<file path="config.mk">
export PLATFORM = sky130hd
export DESIGN_NAME = mtr_seq_ctrl
export DESIGN_NICKNAME = d
export VERILOG_FILES = /design/src/rtl/mtr_ctrl_pkg.sv /design/src/rtl/hall_debounce.sv /design/src/rtl/mtr_seq_ctrl.sv
export SDC_FILE = /design/constraint.sdc
export NUM_CORES = 1
export LEC_CHECK = 0
export CORE_ASPECT_RATIO = 0.7
export CORE_MARGIN = 2
export CORE_UTILIZATION = 55
export CTS_BUF_LIST = sky130_fd_sc_hd__clkbuf_8 sky130_fd_sc_hd__clkbuf_16
export DETAILED_ROUTE_END_ITERATION = 12
export GPL_ROUTABILITY_DRIVEN = 0
export PLACE_DENSITY = 0.8
export SLEW_MARGIN = 20
export SYNTH_ARGS = -nofsm -noshare
export SYNTH_HDL_FRONTEND = slang
export SYNTH_HIERARCHICAL = 1
export SYNTH_SLANG_ARGS = --single-unit
</file>
<file path="constraint.sdc">
create_clock -name clk -period 9.8 [get_ports clk]
set_input_delay 1.96 -clock clk [delete_from_list [all_inputs] [get_ports clk]]
set_output_delay 1.96 -clock clk [all_outputs]
set_load 0.005 [all_outputs]
</file>
<file path="src/rtl/mtr_ctrl_pkg.sv">
// Shared types and constants for the motor sequencing controller.
package mtr_ctrl_pkg;

   localparam int DRV_W = 12;

   localparam logic [2:0] HALL_BAD_LO = 3'b000;
   localparam logic [2:0] HALL_BAD_HI = 3'b111;

   typedef enum logic [1:0] {
      IDLE  = 2'd0,
      RUN   = 2'd1,
      BRAKE = 2'd2,
      FAULT = 2'd3
   } mtr_state_t;

   function automatic logic hall_bad(input logic [2:0] code);
      return (code == HALL_BAD_LO) || (code == HALL_BAD_HI);
   endfunction

endpackage

</file>
<file path="src/rtl/hall_debounce.sv">
// 2-FF synchronizer plus 3-bit debouncer: a new code must be stable for
// DEBOUNCE consecutive cycles before it replaces the accepted code.
module hall_debounce
   import mtr_ctrl_pkg::*;
#(
   parameter int DEBOUNCE = 8
) (
   input  logic       clk,
   input  logic       rst_n,
   input  logic [2:0] hall_raw,
   output logic [2:0] hall_q,
   output logic       hall_vld,
   output logic       hall_chg
);

   localparam int CW = $clog2(DEBOUNCE + 1);

   logic [2:0]    sync1, sync2, cand;
   logic [CW-1:0] cnt, cnt_inc;
   logic          accept;

   // A differing code that is not the current candidate restarts the count at 1.
   assign cnt_inc = (sync2 == cand && cnt != '0) ? cnt + CW'(1) : CW'(1);
   assign accept  = (sync2 != hall_q) && (cnt_inc >= CW'(DEBOUNCE));

   always_ff @(posedge clk or negedge rst_n) begin
      if (!rst_n) begin
         sync1    <= '0;
         sync2    <= '0;
         cand     <= '0;
         cnt      <= '0;
         hall_q   <= '0;
         hall_vld <= 1'b0;
         hall_chg <= 1'b0;
      end else begin
         sync1    <= hall_raw;
         sync2    <= sync1;
         hall_chg <= 1'b0;
         if (sync2 == hall_q) begin
            cnt <= '0;
         end else if (accept) begin
            hall_q   <= sync2;
            hall_vld <= 1'b1;
            hall_chg <= 1'b1;
            cnt      <= '0;
         end else begin
            cand <= sync2;
            cnt  <= cnt_inc;
         end
      end
   end

endmodule

</file>
<file path="src/rtl/mtr_seq_ctrl.sv">
// Motor sequencing controller: hall debounce, torque slew limiting and
// run/brake/fault supervision. Stall detection is built only with MTR_STALL_DET_EN.
module mtr_seq_ctrl
   import mtr_ctrl_pkg::*;
#(
   parameter int               RAMP_DIV      = 64,
   parameter logic [DRV_W-1:0] RAMP_STEP     = 12'd16,
   parameter int               DEBOUNCE      = 8,
   parameter int               STALL_TIMEOUT = 1048576,
   parameter logic [DRV_W-1:0] STALL_MIN     = 12'h100
) (
   input  logic             clk,
   input  logic             rst_n,
   input  logic             hallGrn,
   input  logic             hallYlw,
   input  logic             hallBlu,
   input  logic             enable,
   input  logic [DRV_W-1:0] torque_req,
   input  logic             brake_req_n,
   output logic             hallGrn_q,
   output logic             hallYlw_q,
   output logic             hallBlu_q,
   output logic [DRV_W-1:0] drv_mag,
   output logic             brake_n,
   output logic             hall_err,
   output logic             stall
);

   localparam int RW = (RAMP_DIV > 1) ? $clog2(RAMP_DIV) : 1;

   mtr_state_t       state, state_nxt;
   logic [2:0]       hall_code;
   logic             hall_vld;
   logic [RW-1:0]    tick_cnt;
   logic             tick;
   logic [DRV_W-1:0] target, ramp_nxt, drv_nxt;
   logic [DRV_W:0]   up_sum;
`ifdef MTR_STALL_DET_EN
   logic             hall_chg;
`endif

   hall_debounce #(.DEBOUNCE(DEBOUNCE)) u_hall (
      .clk      (clk),
      .rst_n    (rst_n),
      .hall_raw ({hallGrn, hallYlw, hallBlu}),
      .hall_q   (hall_code),
      .hall_vld (hall_vld),
`ifdef MTR_STALL_DET_EN
      .hall_chg (hall_chg)
`else
      .hall_chg ()
`endif
   );

   assign {hallGrn_q, hallYlw_q, hallBlu_q} = hall_code;
   // Masked until a real code has been accepted, so the reset value 000 is not an error.
   assign hall_err = hall_vld & hall_bad(hall_code);

   assign tick = (tick_cnt == RW'(RAMP_DIV - 1));

   always_ff @(posedge clk or negedge rst_n) begin
      if (!rst_n) tick_cnt <= '0;
      else        tick_cnt <= tick ? '0 : tick_cnt + RW'(1);
   end

   // Slew toward target at 13 bits going up; the down path never crosses target or 0.
   assign target = enable ? torque_req : '0;
   assign up_sum = {1'b0, drv_mag} + {1'b0, RAMP_STEP};

   always_comb begin
      ramp_nxt = drv_mag;
      if (drv_mag < target)
         ramp_nxt = (up_sum > {1'b0, target}) ? target : up_sum[DRV_W-1:0];
      else if (drv_mag > target)
         ramp_nxt = ((drv_mag - target) <= RAMP_STEP) ? target : drv_mag - RAMP_STEP;
   end

   always_comb begin
      state_nxt = state;
      case (state)
         IDLE:  if (hall_err)                        state_nxt = FAULT;
                else if (enable && brake_req_n)      state_nxt = RUN;
         RUN:   if (hall_err || stall)               state_nxt = FAULT;
                else if (!brake_req_n)               state_nxt = BRAKE;
                else if (!enable && drv_mag == '0)   state_nxt = IDLE;
         BRAKE: if (brake_req_n)                     state_nxt = IDLE;
         FAULT: if (!enable && !hall_err)            state_nxt = IDLE;
         default:                                    state_nxt = IDLE;
      endcase
   end

   // Leaving RUN drops drive on the same edge; no ramp-down.
   always_comb begin
      drv_nxt = '0;
      if (state == RUN && state_nxt == RUN)
         drv_nxt = tick ? ramp_nxt : drv_mag;
   end

   always_ff @(posedge clk or negedge rst_n) begin
      if (!rst_n) begin
         state   <= IDLE;
         drv_mag <= '0;
         brake_n <= 1'b1;
      end else begin
         state   <= state_nxt;
         drv_mag <= drv_nxt;
         brake_n <= (state_nxt != BRAKE);
      end
   end

`ifdef MTR_STALL_DET_EN
   localparam int SW = $clog2(STALL_TIMEOUT + 1);

   logic [SW-1:0] stall_cnt;
   logic          stall_r;
   logic          stall_arm;

   assign stall_arm = (state == RUN) && !hall_chg && (drv_mag >= STALL_MIN);
   assign stall     = stall_r;

   always_ff @(posedge clk or negedge rst_n) begin
      if (!rst_n) begin
         stall_cnt <= '0;
         stall_r   <= 1'b0;
      end else begin
         if (state != RUN || hall_chg)
            stall_cnt <= '0;
         else if (stall_arm && !stall_r)
            stall_cnt <= stall_cnt + SW'(1);

         if (state == FAULT && state_nxt == IDLE)
            stall_r <= 1'b0;
         else if (stall_arm && stall_cnt == SW'(STALL_TIMEOUT - 1))
            stall_r <= 1'b1;
      end
   end
`else
   assign stall = 1'b0;
`endif

endmodule

</file>
==> results.py <==
metrics = {
    "floorplan": {
        "dieArea_um2": 6090,
        "die_x_um": 92.4,
        "start_util_pct": 57.2,
        "die_h_um": 65.9,
        "core-area_um2": 5260,
        "num_rows": 22,
        "ios": 37,
    },
    "finish": {
        "final_area_um2": 3520,
        "syn2layout_area_growth_pct": 17.2,
        "nets": 404,
        "fin_cells": 430,
        "antenna_cells": 0,
        "drive_above_1_share_pct": 8.94,
    },
    "placed_design": {
        "hpwl_mm": 5.48,
        "place_ws_ns": 3.76,
        "placed_area_um2": 3380,
        "placedCellCount": 422,
        "portBuffers": 35,
    },
    "synth": {
        "yosys_warnings": 6,
        "synth_nets": 375,
        "synth_cells": 328,
        "syn_avg_cell_area_um2": 9.17,
        "synth_area_um2": 3010,
    },
    "timing": {
        "fin_skew_ns": 0.00281,
        "tightest_slew_ns": 0.833,
        "rsz0062_at_grt": "false",
        "hold_slack_ns": 0.354,
        "slew_headroom_pct": 44.5,
        "setup_ws_ns": 3.95,
        "fin_tns_setup_ns": 0,
        "drv_slew": 0,
        "period_share_pct": 59.7,
        "hold_viol_final": 0,
        "fmax_ghz": 0.171,
        "layout_min_cycle_time_ns": 5.85,
        "setup_viol": 0,
    },
    "drt": {
        "drcViolationCount": 0,
        "drtIter0Drc": 204,
        "ant_nets": 0,
        "vias": 2573,
        "wl_per_cell_um": 16.5,
        "wl_mm": 7.11,
        "drt-pass1-iter-count": 4,
        "via_per_inst": 5.98,
    },
    "global_routing": {
        "overflow": 0,
        "grtUsageTotal_pct": 25.5,
        "antenna_found_initial": 0,
        "grt_pass1_wl_mm": 12.4,
        "grt_max_degree": 39,
        "grt_pass1_vias": 2620,
    },
    "clock_tree": {
        "htreeDepth": 2,
        "clock_latency_ns": 0.29,
        "root_buffer": "clkbuf_8",
        "cts_inserted_buffers": 5,
        "cts_tree": "yes",
        "clk_pin_slew_ns": 0.07,
        "postCtsResizedCells": 0,
        "cts_buffer_depth": 2,
        "ctsHoldBuffers": 0,
        "post_cts_buffers": 0,
        "cts.sinks": 38,
    },
    "setup_path": {
        "path_cells": "clkdlybuf4s50_1 > nand2_1 > inv_1 > ha_1 > inv_1 > fa_1 > a21o_1 > nand2b_1 > nand2_1 > a221o_1 > a21boi_1 > nor2b_1 > o211ai_1 > o22ai_1 > o2bb2ai_1",
        "cp-start-kind": "primary input",
        "cp.arrival_ns": 6.06,
        "critPathTopFamily": "compound AO/OA/AOI/OAI gates",
        "critical_path_class": "primary input to register",
        "critPathBufInv": 3,
        "crit_required_ns": 10.01,
        "worst_path_largest_cell_delay_ns": 0.96,
        "critPathMaxFanout": 20,
        "worstSetupEndpointType": "register",
        "crit_slowest_cell": "clkdlybuf4s50_1",
    },
    "status": {
        "status": "completed",
    },
    "power": {
        "power_density_nw_per_um2": 144,
        "ir_worst_vdd_mv": 0.101,
        "leakagePower_nw": 1.53,
    },
    "run": {
        "maxCapViolCount": 0,
    },
    "min_path": {
        "hp-class": "register to register",
    },
}
layer usage:
layer | part of all wire [%] | global-route usage [%] | up-vias
li1 | - | - | 1250
met2 | 43 | 40.1 | 84
met4 | 0.76 | 2.99 | 0
met5 | 0 | 0 | -
met3 | 6.7 | 5.82 | 10
met1 | 49 | 37.2 | 1229
worst paths after layout:
path / cells after the start / end / start / slack (ns)
worst max-delay path: 15 / drv_mag[6]$_DFFE_PN0P_ / enable / 3.95
worst max register to register: 12 / drv_mag[4]$_DFFE_PN0P_ / drv_mag[6]$_DFFE_PN0P_ / 5.95
max in group asynchronous: 1 / drv_mag[7]$_DFFE_PN0P_ / rst_n / 7.50
worst min-delay path: 0 / u_hall/sync2[0]$_DFF_PN0_ / u_hall/sync1[0]$_DFF_PN0_ / 0.35
min in group asynchronous: 1 / state[0]$_DFF_PN0_ / rst_n / 1.76
worst min register to register: 0 / u_hall/sync2[0]$_DFF_PN0_ / u_hall/sync1[0]$_DFF_PN0_ / 0.35
registers in the layout, summed over array words and instances (netlist names):
name and count:
u_hall/hall_q 3, u_hall/cnt 4, tick_cnt 6, u_hall/hall_vld 1, state 2, u_hall/sync2 3
brake_n 1, u_hall/sync1 3, drv_mag 12, u_hall/cand 3
final cells by class:
type	instances	area (um2)
clock buffer	6	82.6
clock inverter	2	60.1
fill	418	1730
inverter	17	63.8
multi-input combinational	259	1920
sequential	38	952
tap	72	90.1
timing repair buffer	36	353
metrics by stage:
step	power, W	utilization [%]
6_report	0.000507	67.0
5_1_grt	0.000538	67.0
3_3_place_gp	0.000340	64.3
2_1_floorplan	0.000293	-
3_5_place_dp	0.000345	64.3
4_1_cts	0.000510	67.0
cell usage in the layout, fill, tap and decap left out, types with 8 or more instances in the layout:
cell	n
dfrtp_1	37
inv_1	17
nand3_1	19
o21ai_0	8
xor2_1	12
xnor2_1	14
nand2_1	30
ha_1	27
a21oi_1	20
nor2_1	19
clkdlybuf4s50_1	34
power by group:
part	internal, W	total [W]	leakage [nW]	switching [W]
clock network	0.000109	0.000164	0.0714	0.0000550
logic	0.0000762	0.000143	0.990	0.0000666
registers	0.000179	0.000201	0.473	0.0000222
total	0.000363	0.000507	1.53	0.000144
No activity file was read; power rests on OpenSTA's default activity.
